### config.mk
export PLATFORM = sky130hd
export DESIGN_NAME = ch3_ascii_bcd_parser
export DESIGN_NICKNAME = d
export VERILOG_FILES = /design/src/rtl/ch3_char_pkg.sv /design/src/rtl/ch3_ascii_classify.sv /design/src/rtl/ch3_ascii_bcd_parser.sv
export SDC_FILE = /design/constraint.sdc
export NUM_CORES = 1
export LEC_CHECK = 0
export BUFFER_PORTS_ARGS = -buffer_cell sky130_fd_sc_hd__buf_2
export CORE_ASPECT_RATIO = 0.8
export CORE_MARGIN = 4
export CORE_UTILIZATION = 40
export DETAILED_ROUTE_END_ITERATION = 8
export SLEW_MARGIN = 15
export SYNTH_ARGS = -nofsm -noshare
export SYNTH_HDL_FRONTEND = slang
export SYNTH_SLANG_ARGS = --single-unit
### constraint.sdc
create_clock -name CLK -period 2.15 [get_ports CLK]
set_input_delay 0.43 -clock CLK [delete_from_list [all_inputs] [get_ports CLK]]
set_output_delay 0.43 -clock CLK [all_outputs]
set_load 0.03 [all_outputs]
### src/rtl/ch3_char_pkg.sv
// Character codes and parser state encoding shared by the ASCII-to-BCD parser.
package ch3_char_pkg;

  localparam logic [7:0] ASCII_ZERO = 8'h30;
  localparam logic [7:0] ASCII_NINE = 8'h39;
  localparam logic [7:0] ASCII_CR   = 8'h0D;
  localparam logic [7:0] ASCII_BS   = 8'h08;

  typedef enum logic [1:0] {
    COLLECT = 2'd0,
    DISCARD = 2'd1,
    HOLD    = 2'd2
  } parser_state_e;

endpackage

### src/rtl/ch3_ascii_classify.sv
// Combinational character classifier: digit / terminator / backspace flags and the digit nibble.
module ch3_ascii_classify
  import ch3_char_pkg::*;
#(
  parameter logic [7:0] TERM_CHAR = ASCII_CR
) (
  input  logic [7:0] ASCII_IN,
  output logic       IS_DIGIT,
  output logic       IS_TERM,
  output logic       IS_BS,
  output logic [3:0] NIBBLE
);

  // Unsigned range compare, so anything with bit 7 set falls outside.
  assign IS_DIGIT = (ASCII_IN >= ASCII_ZERO) && (ASCII_IN <= ASCII_NINE);
  assign IS_TERM  = (ASCII_IN == TERM_CHAR);
  assign IS_BS    = (ASCII_IN == ASCII_BS);
  assign NIBBLE   = ASCII_IN[3:0];

endmodule

### src/rtl/ch3_ascii_bcd_parser.sv
// ASCII digit stream to packed BCD word with hold-until-ack result handshake.
// Optional backspace editing is enabled by defining CH3_PARSER_BACKSPACE_EN.
module ch3_ascii_bcd_parser
  import ch3_char_pkg::*;
#(
  parameter int unsigned DIGITS    = 4,
  parameter logic [7:0]  TERM_CHAR = ASCII_CR
) (
  input  logic                           CLK,
  input  logic                           RST,
  input  logic [7:0]                     ASCII_IN,
  input  logic                           ASCII_VALID,
  output logic                           ASCII_READY,
  output logic [4*DIGITS-1:0]            BCD_OUT,
  output logic [$clog2(DIGITS+1)-1:0]    DIGIT_CNT,
  output logic                           BCD_ERR,
  output logic                           BCD_VALID,
  input  logic                           BCD_ACK
);

  localparam int unsigned BCD_W = 4 * DIGITS;
  localparam int unsigned CNT_W = $clog2(DIGITS + 1);
  localparam logic [CNT_W-1:0] MAX_CNT = CNT_W'(DIGITS);

  parser_state_e    state_q, state_d;
  logic [BCD_W-1:0] bcd_q, bcd_d;
  logic [CNT_W-1:0] cnt_q, cnt_d;
  logic             err_q, err_d;
  logic             ready_q, valid_q;

  logic       is_digit, is_term, is_bs;
  logic [3:0] nibble;
  logic       accept;

  ch3_ascii_classify #(
    .TERM_CHAR (TERM_CHAR)
  ) u_classify (
    .ASCII_IN (ASCII_IN),
    .IS_DIGIT (is_digit),
    .IS_TERM  (is_term),
    .IS_BS    (is_bs),
    .NIBBLE   (nibble)
  );

  assign accept = ASCII_VALID && ready_q;

`ifndef CH3_PARSER_BACKSPACE_EN
  // Backspace is an ordinary invalid character here and falls into the catch-all branch.
  logic unused_bs;
  assign unused_bs = is_bs;
`endif

  always_comb begin
    state_d = state_q;
    bcd_d   = bcd_q;
    cnt_d   = cnt_q;
    err_d   = err_q;
    case (state_q)
      COLLECT: begin
        if (accept) begin
          if (is_digit) begin
            if (cnt_q < MAX_CNT) begin
              bcd_d = {bcd_q[BCD_W-5:0], nibble};
              cnt_d = cnt_q + CNT_W'(1);
            end else begin
              state_d = DISCARD;
              bcd_d   = '0;
              cnt_d   = '0;
            end
          end else if (is_term) begin
            if (cnt_q != '0) begin
              state_d = HOLD;
              err_d   = 1'b0;
            end
          end
`ifdef CH3_PARSER_BACKSPACE_EN
          else if (is_bs) begin
            if (cnt_q != '0) begin
              bcd_d = bcd_q >> 4;
              cnt_d = cnt_q - CNT_W'(1);
            end
          end
`endif
          else begin
            state_d = DISCARD;
            bcd_d   = '0;
            cnt_d   = '0;
          end
        end
      end
      DISCARD: begin
        // Everything up to the terminator is dropped; the terminator reports the error.
        if (accept && is_term) begin
          state_d = HOLD;
          err_d   = 1'b1;
          bcd_d   = '0;
          cnt_d   = '0;
        end
      end
      HOLD: begin
        if (BCD_ACK) begin
          state_d = COLLECT;
          bcd_d   = '0;
          cnt_d   = '0;
          err_d   = 1'b0;
        end
      end
      default: begin
        state_d = COLLECT;
        bcd_d   = '0;
        cnt_d   = '0;
        err_d   = 1'b0;
      end
    endcase
  end

  always_ff @(posedge CLK or posedge RST) begin
    if (RST) begin
      state_q <= COLLECT;
      bcd_q   <= '0;
      cnt_q   <= '0;
      err_q   <= 1'b0;
      ready_q <= 1'b1;
      valid_q <= 1'b0;
    end else begin
      state_q <= state_d;
      bcd_q   <= bcd_d;
      cnt_q   <= cnt_d;
      err_q   <= err_d;
      ready_q <= (state_d != HOLD);
      valid_q <= (state_d == HOLD);
    end
  end

  assign ASCII_READY = ready_q;
  assign BCD_VALID   = valid_q;
  assign BCD_OUT     = bcd_q;
  assign DIGIT_CNT   = cnt_q;
  assign BCD_ERR     = err_q;

endmodule

==> impl_metrics.ini, run 1 <==
[clocking]
clkTransAtPathRegs_ns = 0.08
numCtsBuffers = 3
hold_buffers = 0
cts_resized = 0
clock_path_buffers = 2
clk_latency_ns = 0.26
root_buffer = clkbuf_8
clkSinkCount = 24
htreeDepth = 1
post_cts_buffers = 0
cts_tree = yes

[finish]
diodes = 0
fillers = 264
drive_above_1_share = 0.283
areaGrowthSynthToFinish_pct = 21.0
final_cell_count_no_fill = 190
final_nets = 167

[drt]
post_drt_wl_per_cell_um = 13.0
routed_wirelength_um = 2480
detail_route.iter0.violations = 39
drt.antenna.violating_nets = 0
dr.pass1.iters = 4
vias = 895
viasPerCell = 4.71
drc = 0

[yosys]
synth_edf_count = 0
yosysWarnings = 0
yosysTopAreaCell = dfrtp_1
ys_seq_area_frac = 0.501
ys_top_cells_by_count = dfrtp_1, inv_1, nand2_1, mux2i_1
ys.flop_type = dfrtp_1
synthesis.area_mm2 = 0.00120
yosys.cell_types.count = 26
avgSynthCellArea_um2 = 10.3
syn_inst = 117
syn_nets = 131
ys_async_sr_fraction = 1.00
netlist.area_leader.share = 0.479
ys_top_cells_by_area = dfrtp_1, mux2i_1, inv_1
synth-seq-cells = 24

[sta]
max_freq_mhz = 603
relSlewSlack = 0.668
worst_pin_slew_ns = 0.497
setup_violations = 0
finalSetupTns_ns = 0
rsz0062_at_grt = no
setup_ws_ns = 0.492
post-route-period-util = 0.771
skew_ns = 0.00135
slew_violations = 0
finalCriticalPeriod_ns = 1.66
hold_viol_final = 0

[power]
cellInternalPower_uw = 725
power_mw = 1.05
seq_power_share = 0.501
swShare = 0.309
p_clk_frac = 0.288
comb_power_share = 0.211
irDropWorstVdd_v = 0.000286
powerDensity_mw_per_mm2 = 722
leakage_nw = 0.690
p_switching_uw = 325

[floorplan]
row_count = 17
die_h_um = 57.0
dieArea_mm2 = 0.00395
ioPinCount = 34
fp.dieW_um = 69.3
core_area_mm2 = 0.00281
initial_core_util = 0.428

[global_routing]
grt_usage = 0.138
grt_pass1_vias = 905
grt_max_degree = 20
grt_use_met2 = 0.209
grt_most_used_layer = met2
grt_use_met1 = 0.187
gr-usage-met3 = 0.0370
grt_overflow = 0
grt_pass1_wl_um = 4330
antenna_found_initial = 0

[critical_path]
crit_path_max_fanout = 19
critical_path.top_delay_family = flip-flops
crit_path_start_kind = flop
crit_path_cell_trace = nand2_1, a2111o_1, nand3_1, buf_12, mux2i_1
r2r-end = BCD_OUT[0]
slowest_stage = dfstp_2
cp.required_ns = 2.33
crit_buf_inv = 1
reg2reg_depth = 5
rrSetupSlack_ns = 0.49
r2r-start = ASCII_READY
critPathCaptureType = flop
arrival_ns = 1.84
worstSetupPathType = reg -> reg
cpPeakStageDelay_ns = 0.56

[place]
preCtsSetupSlack_ns = 0.340
dpl.cell_count = 186
place_congestion = 0.811
port_buffers = 33
hpwlAfterDp_um = 1910

[worst_hold_path]
min_path_type = in -> async

[run]
maxCapViolCount = 0

[status]
status = finished clean
-- how the worst max path moves through the flow --
stage,start,end,slack (ns),cells past startpoint
3_3_place_gp,ASCII_IN[2],BCD_OUT[11],0.43,6
5_1_grt,DIGIT_CNT[2],BCD_OUT[0],0.33,5
6_report,ASCII_READY,BCD_OUT[0],0.49,5
4_1_cts,DIGIT_CNT[2],BCD_OUT[0],0.46,5
2_1_floorplan,ASCII_READY,BCD_OUT[15],0.44,6
3_5_place_dp,ASCII_IN[1],BCD_ERR,0.34,5
-- worst reg2reg max path, delay by kind of cell, from the launching register on --
kind	cells	cell delay, ns
AOI/OAI and AO/OA	1	0.39
buffers and inverters	1	0.19
DFF	1	0.56
muxes	1	0.23
and+or+nand+nor	2	0.21
-- cells in the final DEF, fill, tap and decap left out, drive strengths merged, types with 2 or more instances in the layout --
master / instances
and2: 2
buf: 36
clkbuf: 4
dfrtp: 23
ha: 2
inv: 23
mux2i: 19
nand2: 21
nand3: 2
nor2: 3
o21ai: 2
o31ai: 3
-- final cells by class --
cell class                      instances  area [um^2]  share of cell area
Tap cell                               38         47.5              0.0327
Clock buffer                            4         55.1              0.0379
Inverter                               23         86.3              0.0594
Sequential cell                        24          602               0.414
Timing Repair Buffer                   36          200               0.138
Multi-Input combinational cell         65          463               0.318
-- stage by stage --
stage / hold WS, ns / utilization / area [um^2]
5_1_grt: 0.233 / 0.518 / 1450
3_3_place_gp: 0.470 / 0.498 / 1400
6_report: 0.175 / 0.518 / 1450
3_5_place_dp: 0.477 / 0.498 / 1400
4_1_cts: 0.191 / 0.518 / 1450
2_1_floorplan: 0.444 / - / 1200
-- cells by family (layout without fill, tap and decap cells) --
family,after synthesis,count (layout),share of synthesized area
simple gates,36,36,0.157
mux,19,19,0.158
fa+ha+maj,2,2,0.0208
compound gates,8,8,0.0490
flops,24,24,0.501
buf+inv,28,63,0.114
-- metal layers --
layer | wire length, um | up-vias | share of wire
met5 | 0 | - | 0
met2 | 1090 | 28 | 0.44
met1 | 1180 | 414 | 0.48
met3 | 167 | 4 | 0.067
li1 | - | 449 | -
met4 | 40 | 0 | 0.016
-- power by group through the flow --
stage | Sequential [mW] | Clock, mW | Combinational (mW)
final | 0.526 | 0.303 | 0.222
after global placement | 0.532 | 0 | 0.220
after global routing | 0.533 | 0.333 | 0.242
after floorplan | 0.618 | 0 | 0.0586
after CTS | 0.526 | 0.311 | 0.226
after detailed placement | 0.535 | 0 | 0.224
-- registers in the layout, summed over array words and instances, names as in the netlist --
register and cells:
BCD_OUT 16, state_q 2, ASCII_READY 1, BCD_ERR 1
DIGIT_CNT 3, BCD_VALID 1
No activity file was read; power rests on OpenSTA's default activity.
==> run 2, diff against run 1 <==
==> constraint.sdc (replaced) <==
create_clock -name CLK -period 1.6 [get_ports CLK]
set_input_delay 0.32 -clock CLK [delete_from_list [all_inputs] [get_ports CLK]]
set_output_delay 0.32 -clock CLK [all_outputs]
set_load 0.03 [all_outputs]
==> impl_metrics.ini, run 2 (synthesis gave the netlist of run 1 again) <==
[place]
preCtsSetupSlack_ns = -0.0529
place_congestion = 0.767
port_buffers = 33
dpl_cell_area_mm2 = 0.00145
hpwlAfterDp_um = 1850

[clocking]
clkTransAtPathRegs_ns = 0.09
htreeDepth = 1
root_buffer = clkbuf_8
clkSinkCount = 24
clk_latency_ns = 0.27
cts_tree = yes
hold_buffers = 0
clock_path_buffers = 2
post_cts_buffers = 0
numCtsBuffers = 3

[power]
power_mw = 1.55
powerDensity_mw_per_mm2 = 987
irDropWorstVdd_v = 0.000717
leakage_nw = 0.745

[drt]
dr.pass1.iters = 4
post_drt_wl_per_cell_um = 12.8
vias = 928
drc = 0
drt.antenna.violating_nets = 0
detail_route.iter0.violations = 28
routed_wirelength_um = 2500
viasPerCell = 4.73

[sta]
post-route-period-util = 0.937
rsz0062_at_grt = no
skew_ns = 0.00442
setup_ws_ns = 0.101
setup_violations = 0
worst_pin_slew_ns = 0.417
slew_violations = 0
finalCriticalPeriod_ns = 1.50
whs_ns = 0.0814
max_freq_mhz = 667
relSlewSlack = 0.719
hold_viol_final = 0

[critical_path]
cpPeakStageDelay_ns = 0.54
cp.required_ns = 1.80
crit_path_start_kind = flop
arrival_ns = 1.69
crit_path_cell_trace = nand2_1, a2111o_1, nand3_4, buf_12, mux2i_1
critPathCaptureType = flop
worstSetupPathType = reg -> reg
slowest_stage = dfstp_2
startpoint = ASCII_READY
r2r-start = ASCII_READY
crit_path_max_fanout = 8

[global_routing]
antenna_found_initial = 0
grt_overflow = 0
grt_usage = 0.130
grt_pass1_vias = 930
grt_max_degree = 25
grt_pass1_wl_um = 4120

[floorplan]
die_h_um = 57.0
ioPinCount = 34
row_count = 17
initial_core_util = 0.428
fp.dieW_um = 69.3
dieArea_mm2 = 0.00395
core_area_mm2 = 0.00281

[finish]
utilization = 0.558
drive_above_1_share = 0.323
final_common_cell = buf_2
layout_common_cells = buf_2, dfrtp_1, inv_1
areaGrowthSynthToFinish_pct = 30.4
design_area_mm2 = 0.00157
diodes = 0
final_nets = 173
fillers = 263
largest_register_ffs = 16

[run]
maxCapViolCount = 0

[worst_hold_path]
min_path_type = in -> async

[status]
status = finished clean
## run 2: final cells by class
class                      instances  area (um^2)  share of cell area
clock buffer                       3         41.3              0.0264
multi-input combinational         65          482               0.308
timing repair buffer              42          278               0.177
clock inverter                     1         30.0              0.0192
sequential                        24          602               0.384
tap                               38         47.5              0.0304
inverter                          23         86.3              0.0551
## run 2: power by group
group | leakage (nW) | total, mW | internal, mW | switching (mW)
Sequential | 0.306 | 0.703 | 0.664 | 0.0392
Clock | 0.0357 | 0.535 | 0.335 | 0.201
Combinational | 0.403 | 0.308 | 0.0981 | 0.210
Total | 0.745 | 1.55 | 1.10 | 0.449
## run 2: metal layers
metal,vias to the layer above,track usage,share of wire
li1,456,-,-
met1,442,0.168,0.46
met2,24,0.201,0.46
met3,6,0.0475,0.066
met4,0,0.0501,0.016
met5,-,0,0
## run 2: worst max-delay path: cells and delay by family (launching register included)
kind	cells	cell delay [ns]
mux	1	0.20
flops	1	0.54
simple gates	2	0.21
buf+inv	1	0.15
compound gates	1	0.33
## run 2: repair_timing
action                                  in CTS  in global routing
resized for setup                            2                  2
pin swaps                                    0                  2
cloned                                       1                  0
hold endpoints to repair                     0                  0
endpoints found under the setup margin       1                 19
## run 2: metrics by stage
stage / cells / setup TNS (ns)
3_5_place_dp: 191 / -0.176
3_3_place_gp: 191 / -0.0124
5_1_grt: 196 / 0
6_report: 196 / 0
2_1_floorplan: 117 / -0.728
4_1_cts: 196 / 0
## run 2: final timing paths
check,endpoint,slack [ns],cells past startpoint
worst max-delay path,BCD_OUT[15],0.10,5
worst min-delay path,BCD_ERR,0.08,3
worst max register to register,BCD_OUT[15],0.10,5
worst min register to register,BCD_OUT[12],0.51,2
max in group asynchronous,ASCII_READY,1.24,3
min in group CLK,BCD_OUT[0],0.30,3
==> run 3, diff against run 2 <==
--- a/config.mk
+++ b/config.mk
@@ -6,7 +6,7 @@
 export NUM_CORES = 1
 export LEC_CHECK = 0
 export BUFFER_PORTS_ARGS = -buffer_cell sky130_fd_sc_hd__buf_2
-export CORE_ASPECT_RATIO = 0.8
+export CORE_ASPECT_RATIO = 1.4
 export CORE_MARGIN = 4
 export CORE_UTILIZATION = 40
 export DETAILED_ROUTE_END_ITERATION = 8
==> impl_metrics.ini, run 3 (synthesis gave the netlist of run 1 again) <==
[critical_path]
critPathCaptureType = flop
crit_path_max_fanout = 9
arrival_ns = 1.68
crit_path_cell_trace = nand2_1, a2111o_1, nand3_4, clkbuf_16, mux2i_1
slowest_stage = dfstp_2
worstSetupPathType = reg -> reg
cp.required_ns = 1.78
crit_buf_inv = 1
critical_path.top_delay_family = flip-flops
cpPeakStageDelay_ns = 0.54
crit_path_start_kind = flop

[finish]
largest_register_ffs = 16
fillers = 270
diodes = 0
layout_common_cells = buf_2, dfrtp_1, inv_1
multiInputGateArea_um2 = 485
seq_area_um2 = 602
areaGrowthSynthToFinish_pct = 28.4
utilization = 0.536
final_nets = 172
final_common_cell = buf_2
drive_above_1_share = 0.325

[power]
seq_power_share = 0.500
p_switching_uw = 428
powerDensity_mw_per_mm2 = 913
p_clk_frac = 0.282
cellInternalPower_uw = 980
swShare = 0.304
leakage_nw = 0.733
irDropWorstVdd_v = 0.000573
comb_power_share = 0.217
power_mw = 1.41

[sta]
hold_viol_final = 0
setup_violations = 0
finalCriticalPeriod_ns = 1.50
max_freq_mhz = 666
setup_ws_ns = 0.0983
rsz0062_at_grt = no
post-route-period-util = 0.939
relSlewSlack = 0.721
skew_ns = 0.00256
slew_violations = 0
worst_pin_slew_ns = 0.414
finalSetupTns_ns = 0

[floorplan]
ioPinCount = 34
fp.dieW_um = 54.3
initial_core_util = 0.417
dieArea_mm2 = 0.00396
row_count = 23
core_area_mm2 = 0.00288
die_h_um = 72.8

[drt]
dr.pass1.iters = 4
routed_wirelength_um = 2370
drt.antenna.violating_nets = 0
detail_route.iter0.violations = 21
post_drt_wl_per_cell_um = 12.2
vias = 910
viasPerCell = 4.69
drc = 0

[clocking]
hold_buffers = 0
root_buffer = clkbuf_8
clock_path_buffers = 2
clk_latency_ns = 0.26
cts_tree = yes
clkTransAtPathRegs_ns = 0.08
numCtsBuffers = 3
htreeDepth = 1
clkSinkCount = 24

[place]
hpwlAfterDp_um = 1710
place_congestion = 0.787
port_buffers = 33
preCtsSetupSlack_ns = -0.0221

[global_routing]
gr-usage-met3 = 0.0225
grt_most_used_layer = met2
grt_pass1_vias = 883
grt_use_met1 = 0.181
grt_max_degree = 25
grt_overflow = 0
antenna_found_initial = 0
grt_use_met2 = 0.198
grt_pass1_wl_um = 3850
grt_usage = 0.130

[status]
status = finished clean

[run]
maxCapViolCount = 0

[worst_hold_path]
min_path_type = in -> async
-- run 3: cell count changes in the layout (fill, tap and decap cells not counted), sizes merged --
| cell | delta |
|---|---|
| buf | -2 |
| bufinv | -1 |
| clkbuf | +2 |
-- run 3: final timing paths --
kind                       depth (start not counted)  slack [ns]     endpoint         from
min in group CLK                                   3        0.32   BCD_OUT[0]  ASCII_IN[0]
max in group asynchronous                          3        1.22  ASCII_READY          RST
max                                                5         0.1  BCD_OUT[10]  ASCII_READY
max reg2reg                                        5         0.1  BCD_OUT[10]  ASCII_READY
min reg2reg                                        2        0.52  BCD_OUT[14]  BCD_OUT[14]
min                                                3        0.09   state_q[1]          RST
-- run 3: per-stage QoR --
step	hold WS, ns	area (um^2)	cells
final	0.0942	1540	194
after global routing	0.115	1540	194
after CTS	0.0987	1500	193
after detailed placement	0.387	1440	189
after global placement	0.373	1440	189
after floorplan	0.334	1200	117
-- run 3: power groups by stage --
stage	Clock [mW]	Sequential [mW]	Combinational, mW
2_1_floorplan	0	0.831	0.0786
3_3_place_gp	0	0.714	0.298
3_5_place_dp	0	0.716	0.305
4_1_cts	0.415	0.705	0.307
5_1_grt	0.452	0.712	0.334
6_report	0.398	0.705	0.306
-- run 3: worst min-delay path, cell delays in order --
cell,delay (ns)
buf_2,0.09
inv_1,0.04
buf_4,0.30
-- run 3: cell type report --
| class | count | share of cell area |
|---|---|---|
| tap | 37 | 0.0300 |
| inverter | 23 | 0.0560 |
| timing repair buffer | 41 | 0.174 |
| multi-input combinational | 65 | 0.315 |
| sequential | 24 | 0.390 |
| clock buffer | 4 | 0.0357 |
-- run 3: layer usage --
layer / vias to the layer above / share of wire
li1: 455 / -
met1: 431 / 0.47
met2: 22 / 0.47
met3: 2 / 0.058
met4: 0 / 0.0072
met5: - / 0
-- run 3: timing repair --
| item | in CTS | in global routing |
|---|---|---|
| buffers inserted | 0 | 0 |
| endpoints found under the setup margin | 0 | 19 |
| gates resized for setup | 0 | 4 |
